===== config.mk =====
export PLATFORM = sky130hd
export DESIGN_NAME = parallel_shiftregister
export DESIGN_NICKNAME = d
export VERILOG_FILES = /design/src/rtl/parallel_shiftregister.sv
export SDC_FILE = /design/constraint.sdc
export NUM_CORES = 1
export LEC_CHECK = 0
export ABC_CLOCK_PERIOD_IN_PS = 1700
export CORE_AREA = 2 2 39 41
export CTS_BUF_LIST = sky130_fd_sc_hd__clkbuf_2
export DETAILED_ROUTE_END_ITERATION = 12
export DIE_AREA = 0 0 41 43
export PLACE_DENSITY_LB_ADDON = 0.1
export SYNTH_ARGS = -nofsm -noshare
export SYNTH_HDL_FRONTEND = slang
export SYNTH_SLANG_ARGS = --single-unit

===== constraint.sdc =====
create_clock -name clk -period 1.7 [get_ports clk]
set_input_delay 0.51 -clock clk [delete_from_list [all_inputs] [get_ports clk]]
set_output_delay 0.51 -clock clk [all_outputs]
set_load 0.1 [all_outputs]

===== src/rtl/parallel_shiftregister.sv =====
// ============================================================================
// parallel_shiftregister : PISO serializer plus PIPO holding register
// Rev 1.0 : initial release
// ============================================================================
`default_nettype none

module parallel_shiftregister #(
    parameter int   WIDTH     = 4,
    parameter bit   MSB_FIRST = 1'b1,
    parameter logic FILL_BIT  = 1'b0
) (
    input  logic             clk,
    input  logic             rst,
    input  logic [WIDTH-1:0] pin,
    input  logic             en,
    output logic             sout_piso,
    output logic [WIDTH-1:0] pout
);

    localparam int               CNT_W   = $clog2(WIDTH + 1);
    localparam logic [CNT_W-1:0] CNT_MAX = CNT_W'(WIDTH);

    logic [WIDTH-1:0] shreg_q, shreg_d;
    logic [WIDTH-1:0] pout_q, pout_d;
    logic [CNT_W-1:0] count_q, count_d;
    logic [WIDTH-1:0] shifted;

    generate
        if (MSB_FIRST) begin : g_msb_first
            assign shifted   = {shreg_q[WIDTH-2:0], FILL_BIT};
            assign sout_piso = shreg_q[WIDTH-1];
        end else begin : g_lsb_first
            assign shifted   = {FILL_BIT, shreg_q[WIDTH-1:1]};
            assign sout_piso = shreg_q[0];
        end
    endgenerate

    // Load wins over shift every cycle; count saturates once the word is drained.
    always_comb begin
        shreg_d = shreg_q;
        pout_d  = pout_q;
        count_d = count_q;
        if (en) begin
            shreg_d = pin;
            pout_d  = pin;
            count_d = '0;
        end else begin
            shreg_d = shifted;
            if (count_q != CNT_MAX) begin
                count_d = count_q + 1'b1;
            end
        end
    end

    always_ff @(posedge clk or negedge rst) begin
        if (!rst) begin
            shreg_q <= '0;
            pout_q  <= '0;
            count_q <= '0;
        end else begin
            shreg_q <= shreg_d;
            pout_q  <= pout_d;
            count_q <= count_d;
        end
    end

    assign pout = pout_q;

    a_count_bound : assert property (@(posedge clk) disable iff (!rst) count_q <= CNT_MAX);

endmodule

`default_nettype wire


# == Word-level counts from Yosys, hierarchy flattened ==
# Index checks and enable logic that the tools add are counted.
# op_classes
mux,1
# op_table
operator,count
2-to-1 mux 4 bit,1
# word_totals
reg_bits,8
input_bits,7
output_inout_bits,5
wordCells,3

# == Longest topological paths before layout ==
# logic_depth
ltp_word,1
mapped_depth,2
depth_no_buf,1

# == Worst setup path before layout ==
# No wires, ideal clock.
# synth_path
path_type,register -> output
startpoint,"reg pout_q[0], in the netlist pout[0]"
endpoint,out pout[0]
arrival_time_ns,0.898
t_required_ns,1.190
setup_slack_ns,0.292
path_stages_with_launch,1
path_buffers,0
cell_sequence,dfrtp_1
# synth_rtl
item,line_no,source
from (decl),24,"logic [WIDTH-1:0] pout_q, pout_d;"
from (signal assigned),62,pout_q <= pout_d;
to (decl),17,output logic [WIDTH-1:0] pout
# No word-level cell between the ends.

# == Final worst setup path ==
# layout_path
startpoint,"reg pout_q[0], in the netlist pout[0]"
endpoint,out pout[0]
# No word-level cell between the ends.

==> flow_summary.json <==
{
  "status": "finished, final reports clean",
  "ff2ff_setup_slack_ps": 890,
  "clock_latency_ps": 220,
  "synth.most_common_cell": "dfrtp_1",
  "grt-ovfl-total": 0,
  "worst_ir_drop_vdd_mv": 0.477,
  "hold_viol_final": 0,
  "crit_path_top_delay_cell": "dfrtp_1",
  "hold_path.class": "reg2reg",
  "critical_path_peak_fanout": 2,
  "p_switching_w": 0.000181,
  "core_mm2": 0.00138,
  "pwr-share-seq_pct": 42.5,
  "placed_area_um2": 508,
  "period_minus_slack_ps": 1330,
  "synthesis.area_um2": 324,
  "synth_ff_type": "dfrtp_1",
  "whs_endpoint": "shreg_q[2]$_DFF_PN0_",
  "clk_pin_slew_ps": 70,
  "skew_ps": 4.05,
  "antenna_found_initial": 0,
  "met3WireLength_um": 37,
  "reg2reg_depth": 1,
  "setup_viol": 0,
  "cts_resized": 0,
  "seq_area_frac_synth_pct": 61.8,
  "worstPathCellList": "buf_12",
  "grt_max_degree": 9,
  "synth_fp_nets": 24,
  "maxSlewViolCount": 0,
  "cts_tree": "yes",
  "tns_ps": 0,
  "hold-path-cell-count": 1,
  "synth_edf_count": 0,
  "switching_share_pct": 34.8,
  "num_antenna_cells": 0,
  "critPathArrivalTime_ps": 820,
  "vias": 186,
  "cts.htree.levels": 1,
  "area_growth_pct": 61.4,
  "cts-root-buf": "clkbuf_2",
  "critPathMaxStageDelay_ps": 420,
  "synth_cells": 17,
  "grt_pass1_vias": 197,
  "yosysWarnings": 0,
  "cap_viol_max_count": 0,
  "post_cts_buffers": 0,
  "core.rowCount": 14,
  "grt_pass1_wl_um": 828,
  "hp-start": "shreg_q[1]$_DFF_PN0_",
  "ant_nets": 0,
  "period_share_pct": 78.5,
  "rsz0062_at_grt": "false",
  "cts_sinks": 8,
  "cts_buffers": 3,
  "critPathTopFamily": "flip-flops",
  "async_flop_share_pct": 100,
  "p_per_area_mw_per_mm2": 995,
  "intPower_w": 0.000340,
  "finalInstanceArea_um2": 523,
  "gp_congestion": 0.533,
  "wl_met1_um": 227,
  "fp.dieH_um": 43,
  "critPathRequiredTime_ps": 1190,
  "synthTopCellsByCount": "8 x dfrtp_1, 7 x mux2_4, 1 x and2_2, 1 x buf_6",
  "cts_hold_buffers": 0,
  "max_slew_margin_pct": 75.5,
  "die_x_um": 41,
  "grt_use_total_pct": 7.61,
  "port_buffers": 11,
  "synth_top_cells_by_area": "dfrtp_1 62%, mux2_4 32%, buf_6 3.5%, and2_2 2.3%",
  "maxUsedRoutingLayer": "met3",
  "clock.fmax_mhz": 749,
  "avgViaCountPerCell": 3.88,
  "clockBufferDepth": 2,
  "fin_nets": 41,
  "placedCellCount": 45,
  "comb_power_share_pct": 37.1,
  "drc_errors": 0,
  "drive_gt1_share_pct": 56.3,
  "instances_no_fill": 48,
  "power.leakage_nw": 0.249,
  "tightestPinTransition_ps": 366,
  "regToRegEndpoint": "pout[0]$_DFFE_PN0P_",
  "syn_area_per_cell_um2": 19.1,
  "num_io_pins": 12,
  "synth_top_area_share_pct": 61.8,
  "post_drt_wl_per_cell_um": 10.3,
  "die_area_mm2": 0.00176,
  "path_buf_inv": 1,
  "dr.pass1.iters": 2,
  "criticalPathCategory": "reg2out",
  "p_clk_share_pct": 20.5,
  "initial_core_util_pct": 23.4,
  "timing.rr.start": "pout[0]$_DFFE_PN0P_",
  "end_kind": "output port",
  "route.met2.wl_um": 229,
  "ys_ff_latch": 8,
  "ys_types": 4,
  "crit_path_start_kind": "flip-flop",
  "dr.first_iter.drc_count": 1,
  "totalWireLength_um": 495,
  "yosysTopAreaCell": "dfrtp_1"
}
cell type report:
| cell class | count | area [um2] |
|---|---|---|
| Tap cell | 16 | 20.0 |
| Fill cell | 135 | 861 |
| Multi-Input combinational cell | 8 | 113 |
| Clock buffer | 3 | 15.0 |
| Sequential cell | 8 | 200 |
| Timing Repair Buffer | 13 | 175 |
worst max-delay path by stage:
stage | start | to | cells past startpoint | slack, ps
final | pout[0]$_DFFE_PN0P_ | pout[0] | 1 | 370
after global routing | pout[0]$_DFFE_PN0P_ | pout[0] | 1 | 310
after CTS | pout[0]$_DFFE_PN0P_ | pout[0] | 1 | 350
after detailed placement | en | shreg_q[3]$_DFF_PN0_ | 3 | 130
after global placement | en | shreg_q[2]$_DFF_PN0_ | 3 | 140
after floorplan | pout[0]$_DFFE_PN0P_ | pout[0] | 0 | 290
power by group through the flow:
stage	Combinational [W]	Clock (W)	Sequential (W)
global route	0.000199	0.000130	0.000223
CTS	0.000194	0.000115	0.000221
global placement	0.000194	0	0.000225
detailed placement	0.000194	0	0.000225
finish	0.000193	0.000107	0.000221
floorplan	0.0000331	0	0.000305
through the flow:
stage / setup slack, ps / utilization [%] / total power (W) / hold WS, ps
2_1_floorplan: 292 / - / 0.000338 / 214
4_1_cts: 349 / 37.8 / 0.000531 / 492
3_3_place_gp: 135 / 36.7 / 0.000418 / 462
6_report: 366 / 37.8 / 0.000521 / 486
5_1_grt: 313 / 37.8 / 0.000552 / 511
3_5_place_dp: 130 / 36.7 / 0.000419 / 470
placed cells by master, fill, tap and decap left out, drive strengths merged:
cell type / Yosys / final
mux2: 7 / 7
clkdlybuf4s50: 0 / 6
buf: 1 / 7
dfrtp: 8 / 8
and2: 1 / 1
clkbuf: 0 / 3
flip-flops by register name, indices dropped and copies added, names as in the netlist:
register and cells:
pout 4, shreg_q 4
routing by layer:
metal / up-vias / global-route usage (%)
met2: 8 / 9.06
met3: 0 / 4.71
met1: 90 / 9.33
met5: - / 0
li1: 88 / -
met4: 0 / 6.00
cell families after synthesis:
logic type             after synthesis  synth area share [%]
buffers and inverters                1                  3.47
flip-flops                           8                  61.8
multiplexers                         7                  32.4
AND/OR/NAND/NOR                      1                  2.32
No activity file was read; power rests on OpenSTA's default activity.
